`src/rtl/ram_arbiter_if.sv`:
```
// Bundle of the per-core cache request buses and the shared RAM port.
interface ram_arbiter_if #(
    parameter int unsigned CPUS   = 2,
    parameter int unsigned WORD_W = 32
);
    // cache side
    logic [CPUS-1:0]             iREN;
    logic [CPUS-1:0]             dREN;
    logic [CPUS-1:0]             dWEN;
    logic [CPUS-1:0][WORD_W-1:0] iaddr;
    logic [CPUS-1:0][WORD_W-1:0] daddr;
    logic [CPUS-1:0][WORD_W-1:0] dstore;
    logic [CPUS-1:0]             iwait;
    logic [CPUS-1:0]             dwait;
    logic [CPUS-1:0][WORD_W-1:0] iload;
    logic [CPUS-1:0][WORD_W-1:0] dload;
    // RAM side
    logic                        ramREN;
    logic                        ramWEN;
    logic [WORD_W-1:0]           ramaddr;
    logic [WORD_W-1:0]           ramstore;
    logic [WORD_W-1:0]           ramload;
    logic [1:0]                  ramstate;

    // environment: caches issue requests, RAM returns status/data
    modport master (
        output iREN, dREN, dWEN, iaddr, daddr, dstore, ramload, ramstate,
        input  iwait, dwait, iload, dload, ramREN, ramWEN, ramaddr, ramstore
    );

    // arbiter: serves cache requests, drives the RAM port
    modport slave (
        input  iREN, dREN, dWEN, iaddr, daddr, dstore, ramload, ramstate,
        output iwait, dwait, iload, dload, ramREN, ramWEN, ramaddr, ramstore
    );
endinterface

```
`src/rtl/ram_arbiter.sv`:
```
// Multi-core RAM arbiter: one request at a time, data before instruction
// within a core, round-robin priority across cores.
module ram_arbiter #(
    parameter int unsigned CPUS   = 2,
    parameter int unsigned WORD_W = 32
) (
    input  logic          CLK,
    input  logic          nRST,
    ram_arbiter_if.slave  bus
);
    localparam int unsigned GW = (CPUS > 1) ? $clog2(CPUS) : 1;

    typedef enum logic {IDLE = 1'b0, XFER = 1'b1} state_t;
    typedef enum logic [1:0] {RAM_FREE, RAM_BUSY, RAM_ACCESS, RAM_ERROR} ramstate_t;

    state_t          r_state,    w_state_nxt;
    logic [GW-1:0]   r_gnt_cpu,  w_gnt_cpu_nxt;
    logic            r_gnt_data, w_gnt_data_nxt;
    logic [GW-1:0]   r_rr_ptr,   w_rr_ptr_nxt;

    logic            w_pick_any;
    logic [GW-1:0]   w_pick_cpu;
    logic            w_pick_data;
    logic [GW-1:0]   w_scan_idx;
    logic            w_req_live;
    logic            w_done;

    // State register: FSM state, latched grant and round-robin pointer
    always_ff @(posedge CLK or negedge nRST) begin
        if (!nRST) begin
            r_state    <= IDLE;
            r_gnt_cpu  <= '0;
            r_gnt_data <= 1'b0;
            r_rr_ptr   <= '0;
        end else begin
            r_state    <= w_state_nxt;
            r_gnt_cpu  <= w_gnt_cpu_nxt;
            r_gnt_data <= w_gnt_data_nxt;
            r_rr_ptr   <= w_rr_ptr_nxt;
        end
    end

    // Round-robin scan: first eligible core starting at rr_ptr
    always_comb begin
        w_pick_any  = 1'b0;
        w_pick_cpu  = '0;
        w_pick_data = 1'b0;
        w_scan_idx  = '0;
        for (int unsigned k = 0; k < CPUS; k++) begin
            w_scan_idx = GW'((32'(r_rr_ptr) + k) % CPUS);
            if (!w_pick_any &&
                (bus.iREN[w_scan_idx] | bus.dREN[w_scan_idx] | bus.dWEN[w_scan_idx])) begin
                w_pick_any  = 1'b1;
                w_pick_cpu  = w_scan_idx;
                w_pick_data = bus.dREN[w_scan_idx] | bus.dWEN[w_scan_idx];
            end
        end
    end

    // Granted request still held, and completing when RAM reports ACCESS
    always_comb begin
        w_req_live = r_gnt_data ? (bus.dREN[r_gnt_cpu] | bus.dWEN[r_gnt_cpu])
                                : bus.iREN[r_gnt_cpu];
        w_done     = (r_state == XFER) && w_req_live &&
                     (ramstate_t'(bus.ramstate) == RAM_ACCESS);
    end

    // Next-state: grant in IDLE, complete or abort in XFER (ERROR/BUSY retry)
    always_comb begin
        w_state_nxt    = r_state;
        w_gnt_cpu_nxt  = r_gnt_cpu;
        w_gnt_data_nxt = r_gnt_data;
        w_rr_ptr_nxt   = r_rr_ptr;
        case (r_state)
            IDLE: begin
                if (w_pick_any) begin
                    w_state_nxt    = XFER;
                    w_gnt_cpu_nxt  = w_pick_cpu;
                    w_gnt_data_nxt = w_pick_data;
                end
            end
            XFER: begin
                if (w_done) begin
                    w_state_nxt  = IDLE;
                    w_rr_ptr_nxt = GW'((32'(r_gnt_cpu) + 32'd1) % CPUS);
                end else if (!w_req_live) begin
                    w_state_nxt = IDLE;
                end
            end
            default: w_state_nxt = IDLE;
        endcase
    end

    // Outputs: RAM drive from granted core's live inputs, waits and loads
    always_comb begin
        bus.ramREN   = 1'b0;
        bus.ramWEN   = 1'b0;
        bus.ramaddr  = '0;
        bus.ramstore = '0;
        bus.iload    = '0;
        bus.dload    = '0;
        if (r_state == XFER) begin
            if (r_gnt_data) begin
                if (bus.dWEN[r_gnt_cpu]) begin
                    bus.ramWEN   = 1'b1;
                    bus.ramaddr  = bus.daddr[r_gnt_cpu];
                    bus.ramstore = bus.dstore[r_gnt_cpu];
                end else if (bus.dREN[r_gnt_cpu]) begin
                    bus.ramREN  = 1'b1;
                    bus.ramaddr = bus.daddr[r_gnt_cpu];
                end
            end else if (bus.iREN[r_gnt_cpu]) begin
                bus.ramREN  = 1'b1;
                bus.ramaddr = bus.iaddr[r_gnt_cpu];
            end
        end
        bus.iwait = bus.iREN;
        bus.dwait = bus.dREN | bus.dWEN;
        if (w_done) begin
            if (r_gnt_data) begin
                bus.dwait[r_gnt_cpu] = 1'b0;
                bus.dload[r_gnt_cpu] = bus.ramload;
            end else begin
                bus.iwait[r_gnt_cpu] = 1'b0;
                bus.iload[r_gnt_cpu] = bus.ramload;
            end
        end
    end
endmodule

```
`src/flat_wrapper.sv`:
```
// flat-port wrapper written by rule: the top's interface ports become plain ports
module ram_arbiter_flat 
#(
    parameter int unsigned CPUS   = 2,
    parameter int unsigned WORD_W = 32
)
  (CLK, nRST, bus_iREN, bus_dREN, bus_dWEN, bus_iaddr, bus_daddr, bus_dstore, bus_ramload, bus_ramstate, bus_iwait, bus_dwait, bus_iload, bus_dload, bus_ramREN, bus_ramWEN, bus_ramaddr, bus_ramstore);
  ram_arbiter_if #(.CPUS(CPUS), .WORD_W(WORD_W)) bus_i ();
  input  logic CLK;
  input  logic nRST;
  input wire logic [$bits(bus_i.iREN)-1:0] bus_iREN;
  input wire logic [$bits(bus_i.dREN)-1:0] bus_dREN;
  input wire logic [$bits(bus_i.dWEN)-1:0] bus_dWEN;
  input wire logic [$bits(bus_i.iaddr)-1:0] bus_iaddr;
  input wire logic [$bits(bus_i.daddr)-1:0] bus_daddr;
  input wire logic [$bits(bus_i.dstore)-1:0] bus_dstore;
  input wire logic [$bits(bus_i.ramload)-1:0] bus_ramload;
  input wire logic [$bits(bus_i.ramstate)-1:0] bus_ramstate;
  output wire logic [$bits(bus_i.iwait)-1:0] bus_iwait;
  output wire logic [$bits(bus_i.dwait)-1:0] bus_dwait;
  output wire logic [$bits(bus_i.iload)-1:0] bus_iload;
  output wire logic [$bits(bus_i.dload)-1:0] bus_dload;
  output wire logic [$bits(bus_i.ramREN)-1:0] bus_ramREN;
  output wire logic [$bits(bus_i.ramWEN)-1:0] bus_ramWEN;
  output wire logic [$bits(bus_i.ramaddr)-1:0] bus_ramaddr;
  output wire logic [$bits(bus_i.ramstore)-1:0] bus_ramstore;
  assign bus_i.iREN = bus_iREN;
  assign bus_i.dREN = bus_dREN;
  assign bus_i.dWEN = bus_dWEN;
  assign bus_i.iaddr = bus_iaddr;
  assign bus_i.daddr = bus_daddr;
  assign bus_i.dstore = bus_dstore;
  assign bus_i.ramload = bus_ramload;
  assign bus_i.ramstate = bus_ramstate;
  assign bus_iwait = bus_i.iwait;
  assign bus_dwait = bus_i.dwait;
  assign bus_iload = bus_i.iload;
  assign bus_dload = bus_i.dload;
  assign bus_ramREN = bus_i.ramREN;
  assign bus_ramWEN = bus_i.ramWEN;
  assign bus_ramaddr = bus_i.ramaddr;
  assign bus_ramstore = bus_i.ramstore;
  ram_arbiter #(.CPUS(CPUS), .WORD_W(WORD_W)) u_core (.CLK(CLK), .nRST(nRST), .bus(bus_i));
endmodule
```
`config.mk`:
```
export PLATFORM = sky130hd
export DESIGN_NAME = ram_arbiter_flat
export DESIGN_NICKNAME = d
export VERILOG_FILES = /design/src/rtl/ram_arbiter_if.sv /design/src/rtl/ram_arbiter.sv /design/src/flat_wrapper.sv
export SDC_FILE = /design/constraint.sdc
export NUM_CORES = 1
export LEC_CHECK = 0
export ABC_CLOCK_PERIOD_IN_PS = 1600
export CORE_AREA = 2 2 165 167
export CTS_CLUSTER_DIAMETER = 30
export DETAILED_ROUTE_END_ITERATION = 6
export DIE_AREA = 0 0 167 169
export GPL_TIMING_DRIVEN = 0
export MAX_ROUTING_LAYER = met4
export PLACE_DENSITY = 0.47
export SYNTH_ARGS = -nofsm -noshare
export SYNTH_HDL_FRONTEND = slang
export SYNTH_SLANG_ARGS = --single-unit
```
`constraint.sdc`:
```
create_clock -name CLK -period 1.6 [get_ports CLK]
set_input_delay 0.24 -clock CLK [delete_from_list [all_inputs] [get_ports CLK]]
set_output_delay 0.24 -clock CLK [all_outputs]
set_load 0.01 [all_outputs]
```
* Yosys cells after proc, flatten, opt, wreduce, memory -nomap -nowiden *
Index checks and enable logic that the tools add are counted.

word-level totals
  output and inout port bits = 198
  flip-flop bits (word level) = 4
  word-level logic and storage cells = 94
  input bits = 234

operators by class
  reductions and logical operators = 7
  $add $sub $neg = 2
  equal/unequal tests = 1
  order comparisons = 4
  bitwise logic cells = 13
  muxes and demuxes = 63

operators by type and width
  cell                                                       number
  2-to-1 mux 32 bit                                          15
  2-to-1 mux 64 bit                                          4
  bitwise AND 64 bit                                         1
  2-to-1 mux 1 bit                                           37
  demux 32 bit (select 1 bit)                                1
  2-to-1 mux 2 bit                                           4
  bitwise OR 1 bit                                           7
  < comparator 1 x 2 -> 1 bit (second input constant)        3
  bitwise AND 2 bit                                          2
  logical AND 1 bit                                          4
  AND reduction 2 bit                                        2
  adder 1 bit (second input constant)                        2
  == test 2 bit (second input constant)                      1
  NOT 2 bit                                                  1
  bitwise OR 2 bit                                           1
  case mux 1 bit (2 select lines)                            1
  demux 1 bit (select 1 bit)                                 1
  greater-or-equal comparator 1 bit (second input constant)  1
  logical NOT 1 bit                                          1
  NOT 1 bit                                                  1

* Longest topological paths before layout *
Gate-level depths: netlist of the first run.

  depth after elaboration = 10
  gate-level depth with buffers = 6

* Worst setup path before layout of the first run *
No wires, ideal clock.

  path kind = flip-flop to output port
  start point = reg u_core.r_gnt_cpu
  end point = out bus_ramaddr[13]
  required time = 1.360 ns
  cell stages (with the launch flop) = 7
  setup slack = -0.028 ns
  buffers on the path = 3
  data arrival time = 1.388 ns
  cells stage by stage = dfrtp_1 > buf_4 > mux2i_1 > a21bo_1 > buf_6 > buf_6 > nor3_1

on the way
  cells in the longest elaborated chain, start to end = 6

RTL lines
  what                                                                                              RTL line                                                    RTL
  start, declared                                                                                   ram_arbiter.sv:17                                           logic [GW-1:0] r_gnt_cpu, w_gnt_cpu_nxt;
  start signal, assigned                                                                            ram_arbiter.sv:37                                           r_gnt_cpu <= w_gnt_cpu_nxt;
  2-to-1 mux 32 bit (not written as such) / 2-to-1 mux 1 bit (equally long branches) (2 in series)  ram_arbiter.sv:106, ram_arbiter.sv:110, ram_arbiter.sv:108
  2-to-1 mux 32 bit                                                                                 ram_arbiter.sv:108                                          end else if (bus.dREN[r_gnt_cpu]) begin
  2-to-1 mux 32 bit                                                                                 ram_arbiter.sv:104                                          if (bus.dWEN[r_gnt_cpu]) begin
  2-to-1 mux 32 bit (*)                                                                             ram_arbiter.sv:103                                          if (r_gnt_data) begin
  2-to-1 mux 32 bit (*)                                                                             ram_arbiter.sv:102                                          if (r_state == XFER) begin
  end, declared                                                                                     flat_wrapper.sv:25                                          output wire logic [$bits(bus_i.ramaddr)-1:0] bus_ramaddr;

Every way passes the cells marked *; elsewhere a longest branch is shown, timed or not. The select of a mux whose other input is x is not followed.

* Worst setup path after layout of the first run *
  start point = reg u_core.r_gnt_data
  end point = out bus_iload[29]

on the way
  cells in the longest elaborated chain, start to end = 4

RTL lines
  what                             RTL line            RTL
  start, declared                  ram_arbiter.sv:18   logic r_gnt_data, w_gnt_data_nxt;
  start signal, assigned           ram_arbiter.sv:38   r_gnt_data <= w_gnt_data_nxt;
  2-to-1 mux 1 bit                 ram_arbiter.sv:62   w_req_live = r_gnt_data ? (bus.dREN[r_gnt_cpu] | bus.dWEN[r_gnt_cpu])
  logical AND 1 bit (2 in series)  ram_arbiter.sv:64   w_done = (r_state == XFER) && w_req_live &&
  2-to-1 mux 64 bit (*)            ram_arbiter.sv:119  if (w_done) begin
  end, declared                    flat_wrapper.sv:21  output wire logic [$bits(bus_i.iload)-1:0] bus_iload;

Every way passes the cells marked *; elsewhere a longest branch is shown, timed or not.

==> run_results.csv, run 1 <==
group,metric,value,unit
place,dp_worst_setup_slack,-1.47,ns
setup_path,startpoint_type,"flip-flop",
cts,insertion_delay,0.22,ns
cts,cts_max_level,1,
timing,finalClockSkew,0.00250,ns
die,die-area,0.0282,sq mm
timing,slew_headroom,65.0,%
die,core,0.0265,sq mm
final_layout,nets,1140,
worst_hold_path,min_path_type,"in -> async",
place,dp_hpwl,18.6,mm
die,fp-row-count,60,
setup_path,rr_endpoint,"u_core.r_state",
logic_synthesis,netlist_area,0.00304,sq mm
power,leakage,4.32,nW
routing,drt_iter0_drc,96,
timing,period_share,127,%
logic_synthesis,synth-seq-cells,4,
setup_path,endpoint,"bus_iload[29]",
logic_synthesis,synth.distinct_cells,35,
grt,overflow,0,
routing,antenna_left,0,
power,peakVddDrop,0.556,mV
power,finalPower,0.00958,W
cts,cts_buffer_depth,2,
place,place_area,0.00780,sq mm
grt,track_usage,15.3,%
cts,cts.sinks,4,
logic_synthesis,synth_cells,409,
cts,hold_buffers,0,
place,place_congestion,0.779,
cts,root_buffer,"clkbuf_16",
logic_synthesis,synth_edf_count,0,
setup_path,r2r_cells,6,
timing,setup_viol,198,
final_layout,fillers,2879,
logic_synthesis,yosys.area.top_type_share,32.3,%
final_layout,fin_cells,1250,
routing,dr.pass1.iters,4,
timing,fin_crit,2.03,ns
setup_path,worstPathRequired,1.36,ns
routing,wl_per_cell,18.7,um
logic_synthesis,syn-num-nets,643,
timing,worst_slack,-0.429,ns
setup_path,crit_arrival,1.79,ns
logic_synthesis,yosys-top-cells-count,"and2_1 (128), mux2i_1 (98), nor2_1 (39), a22o_1 (32), nor3_1 (25)",
timing,max_slew.worst_pin.slew,0.525,ns
logic_synthesis,synth_ff_type,"dfrtp_1",
final_layout,multi_input_area,0.00313,sq mm
cts,cts_buffers,3,
routing,drc,0,
timing,max_clock_freq,493,MHz
grt,antenna_found_initial,7,
final_layout,syn_to_final_growth,201,%
setup_path,critPathKind,"reg -> out",
status,violations,"negative setup slack",
logic_synthesis,synthTopCellsByArea,"mux2i_1 (32%), and2_1 (26%), a22o_1 (9.2%)",
setup_path,reg2reg_slack,0.10,ns
logic_synthesis,synth_area_leader_cell,"mux2i_1",
grt,grt_pass1_wl,31.9,mm
die,die_x,167,um
logic_synthesis,yosysSeqAreaShare,3.29,%
routing,vias_per_cell,3.94,
final_layout,final_area,0.00917,sq mm
logic_synthesis,ys_warn_count,0,
grt,busiest_layer,"met2",
timing,slew_violations,0,
routing,vias,4920,
final_layout,ff_latch_area,103,sq um
timing,tns,-61.93,ns
setup_path,end_kind,"output port",
timing,hold_violations,0,
timing,rsz0062_at_grt,"true",
grt,groute.layer.met2.usage,28.6,%
status,outcome,"finished with violations",
die,ios,432,
power,powerDensity,1040,mW/mm^2
cts,clkTransAtPathRegs,0.03,ns
place,io_buffers,431,
grt,grt_util_met1,16.5,%
setup_path,r2r-start,"u_core.r_gnt_cpu",
grt,use_met3,3.02,%
cts,cts_tree,"built",
final_layout,drive_gt1_share,47.0,%
place,placedCellCount,1181,
setup_path,critPathMaxFanout,7,
logic_synthesis,ys_async_sr_fraction,100,%
logic_synthesis,yosys.cell_count.top_type,"and2_1",
setup_path,setup.worst_path.start,"u_core.r_gnt_data",
grt,grt_pass1_vias,5070,
routing,routed_wl,23.3,mm
grt,grt_max_degree,11,
die,die-height,169,um
run,maxCapViolations,0,
die,initial_core_util,11.5,%
logic_synthesis,synth_area_per_cell,7.44,sq um
metrics by stage:
| stage | utilization (%) | hold slack (ns) |
|---|---|---|
| 4_1_cts | 30.7 | 0.250 |
| 5_1_grt | 34.6 | 0.258 |
| 6_report | 34.6 | 0.247 |
| 3_5_place_dp | 29.4 | 0.488 |
| 2_1_floorplan | - | -0.0556 |
| 3_3_place_gp | 29.4 | 0.478 |
worst max-delay path, stage by stage (launching register included):
cell	delay (ns)
dfrtp_2	0.44
nand4bb_4	0.28
nor3b_4	0.23
buf_6	0.20
clkbuf_16	0.17
and2_4	0.14
buf_6	0.10
state kept, by name, indices dropped and copies added, names as in the netlist:
signal,cells
u_core.r_gnt_data,1
u_core.r_rr_ptr,1
u_core.r_gnt_cpu,1
u_core.r_state,1
layer usage:
metal  vias up  wire length [um]
met5         -                 0
met2       258             12300
met1      2209              9160
met4         0               454
met3        26              1420
li1       2427                 -
where the power goes:
part / internal [W] / switching (W)
logic: 0.00471 / 0.00424
clock network: 0.000319 / 0.0000698
registers: 0.000157 / 0.0000744
total: 0.00519 / 0.00439
worst min path at each step:
stage | start | to | slack [ns] | cells past startpoint
CTS | nRST | u_core.r_gnt_data | 0.25 | 1
finish | nRST | u_core.r_gnt_cpu | 0.25 | 1
global placement | nRST | u_core.r_gnt_cpu | 0.48 | 1
global route | nRST | u_core.r_gnt_cpu | 0.26 | 1
detailed placement | nRST | u_core.r_gnt_data | 0.49 | 1
floorplan | nRST | u_core.r_gnt_cpu | -0.06 | 0
cell type report:
class,count,area share (%)
diodes,5,0.136
flip-flops and latches,4,1.12
inverters,5,0.205
clock buffers,3,0.819
plain buffers,40,5.98
multi-input cells,359,34.1
repair buffers,493,53.0
well taps,341,4.65
placed cells by master, fill, tap and decap left out, types with 8 or more instances in the layout:
master and n:
clkdlybuf4s50_1 225, buf_6 125, mux2i_1 96, and2_4 93, buf_2 62, nor2_1 36
and2_1 35, a22o_1 32, buf_4 22, buf_8 19, nor3_2 19, dlygate4sd2_1 17
clkbuf_2 16, clkdlybuf4s15_2 15, buf_12 14, clkbuf_16 12, nor3_1 9, nor3_4 8
logic make-up (layout without fill, tap and decap cells):
logic type,after synthesis,after routing,share of synthesized area (%)
buffers and inverters,46,541,9.50
other,0,5,0
flip-flops,4,4,3.29
AND/OR/NAND/NOR,215,215,42.0
AO/OA/AOI/OAI,45,45,12.5
multiplexers,99,99,32.6
timing repair:
| item | in CTS | in global routing |
|---|---|---|
| setup endpoints to repair | 199 | 199 |
| pin swaps | 25 | 14 |
| cloned | 8 | 8 |
| buffers inserted | 28 | 18 |
| endpoints found under the hold margin | 0 | 0 |
| gates resized for setup | 806 | 307 |
(Power assumes the default switching activity.)
==> inputs of run 2 (changes only) <==
--- a/config.mk
+++ b/config.mk
@@ -6,10 +6,10 @@
 export NUM_CORES = 1
 export LEC_CHECK = 0
 export ABC_CLOCK_PERIOD_IN_PS = 1600
-export CORE_AREA = 2 2 165 167
+export CORE_AREA = 4 4 167 169
 export CTS_CLUSTER_DIAMETER = 30
 export DETAILED_ROUTE_END_ITERATION = 6
-export DIE_AREA = 0 0 167 169
+export DIE_AREA = 0 0 171 173
 export GPL_TIMING_DRIVEN = 0
 export MAX_ROUTING_LAYER = met4
 export PLACE_DENSITY = 0.47
==> run_results.csv, run 2 (synthesis gave the netlist of run 1 again) <==
group,metric,value,unit
timing,hold_violations,0,
setup_path,crit_arrival,1.86,ns
setup_path,critPathMaxFanout,10,
die,fp-row-count,60,
routing,vias,5020,
setup_path,end_kind,"output port",
final_layout,mostFrequentLayoutCells,"clkdlybuf4s50_1 (225), buf_6 (147), and2_4 (110)",
grt,grt_max_degree,11,
power,p_seq_share,2.2,%
final_layout,layout_commonest_cell,"clkdlybuf4s50_1",
setup_path,max_stage_delay,0.36,ns
final_layout,final_util,34.8,%
timing,worst_slack,-0.500,ns
cts,cts.sinks,4,
cts,insertion_delay,0.23,ns
setup_path,startpoint_type,"flip-flop",
status,violations,"negative setup slack",
setup_path,rr_endpoint,"u_core.r_rr_ptr",
power,combPwrFrac,93.9,%
place,dp_hpwl,18.7,mm
place,io_buffers,431,
cts,cts_buffer_depth,2,
timing,rsz0062_at_grt,"true",
timing,finalClockSkew,0.000423,ns
routing,vias_per_cell,4.02,
power,leakage,4.41,nW
setup_path,r2r-start,"u_core.r_gnt_cpu",
routing,drt_iter0_drc,112,
setup_path,critPathKind,"reg -> out",
setup_path,worstPathRequired,1.36,ns
timing,max_slew.worst_pin.slew,0.539,ns
timing,setup_viol,198,
timing,fin_crit,2.10,ns
routing,drc,0,
setup_path,critPathSlowestCell,"dfrtp_1",
timing,slew_violations,0,
power,clock_power_share,3.9,%
die,die-area,0.0296,sq mm
timing,period_share,131,%
place,place_area,0.00780,sq mm
power,p_sw,0.00457,W
routing,antenna_left,0,
setup_path,setup.worst_path.start,"u_core.r_gnt_cpu",
place,dp_worst_setup_slack,-1.26,ns
power,powerDensity,1090,mW/mm^2
setup_path,r2r_cells,7,
power,netSwitchingFraction,45.2,%
cts,root_buffer,"clkbuf_16",
routing,dr.pass1.iters,4,
final_layout,nets,1143,
grt,grt_pass1_wl,32.9,mm
routing,routed_wl,23.8,mm
final_layout,final_area,0.00926,sq mm
final_layout,drive_gt1_share,50.9,%
routing,wl_per_cell,19.1,um
grt,grt_pass1_vias,5223,
die,die-height,173,um
die,die_x,171,um
final_layout,multi_input_area,0.00321,sq mm
die,initial_core_util,11.4,%
power,p_int,0.00555,W
cts,cts_buffers,3,
die,core,0.0266,sq mm
grt,track_usage,14.9,%
timing,slew_headroom,64.0,%
final_layout,fillers,2783,
grt,antenna_found_initial,2,
power,peakVddDrop,0.635,mV
final_layout,ff_latch_area,101,sq um
setup_path,reg2reg_slack,0.05,ns
place,place_congestion,0.794,
timing,hold_ws,0.224,ns
cts,clkTransAtPathRegs,0.03,ns
status,outcome,"finished with violations",
timing,max_clock_freq,476,MHz
die,ios,432,
setup_path,path_cells,"buf_6, buf_4, mux2i_1, a21bo_1, buf_8, buf_12, nor3_1, buf_2",
worst_hold_path,min_path_type,"in -> async",
cts,cts_tree,"built",
final_layout,syn_to_final_growth,204,%
cts,cts_max_level,1,
power,finalPower,0.0101,W
grt,overflow,0,
run,maxCapViolations,0,
run 2: routing by layer:
layer	GRT usage [%]	share of wire [%]
met5	-	0
met4	2.08	1.3
met3	2.58	6.8
met2	29.3	56
met1	15.5	36
run 2: what timing repair did:
item                                   4_1_cts  5_1_grt
hold buffers                                 0        0
setup buffers                               45       11
pin swaps                                   30       13
setup endpoints to repair                  199      199
endpoints found under the hold margin        0        0
cloned                                      11        4
gates resized for setup                    912      334
run 2: worst max path at each step:
| stage | to | depth (start not counted) |
|---|---|---|
| after CTS | bus_ramaddr[1] | 8 |
| after floorplan | bus_ramaddr[12] | 6 |
| after global placement | bus_dload[47] | 6 |
| after detailed placement | bus_dload[47] | 6 |
| final | bus_ramaddr[17] | 8 |
| after global routing | bus_iload[11] | 9 |
run 2: final cells by class:
class	count	share of cell area, %
repair buffers	497	52.4
clock buffers	3	0.811
multi-input cells	359	34.7
plain buffers	39	6.12
flip-flops and latches	4	1.09
inverters	5	0.203
well taps	341	4.61
diodes	2	0.0541
run 2: metrics by stage:
step	setup TNS, ns	std cells
finish	-67.25	1250
global placement	-212.28	1181
global route	-83.14	1250
detailed placement	-210.55	1181
CTS	-73.72	1238
floorplan	-0.451	409
run 2: worst max-delay path, delay by kind of cell, from the launching register on:
family                 cells  cell delay [ns]
buffers and inverters      5             0.77
DFF                        1             0.36
muxes                      1             0.12
and+or+nand+nor            1             0.17
AOI/OAI and AO/OA          1             0.21
run 2: power groups by stage:
stage / Sequential (W) / Clock (W) / Combinational (W)
2_1_floorplan: 0.000188 / 0 / 0.00421
3_3_place_gp: 0.000200 / 0 / 0.00781
3_5_place_dp: 0.000201 / 0 / 0.00775
4_1_cts: 0.000218 / 0.000404 / 0.00855
5_1_grt: 0.000229 / 0.000412 / 0.0102
6_report: 0.000220 / 0.000396 / 0.00951
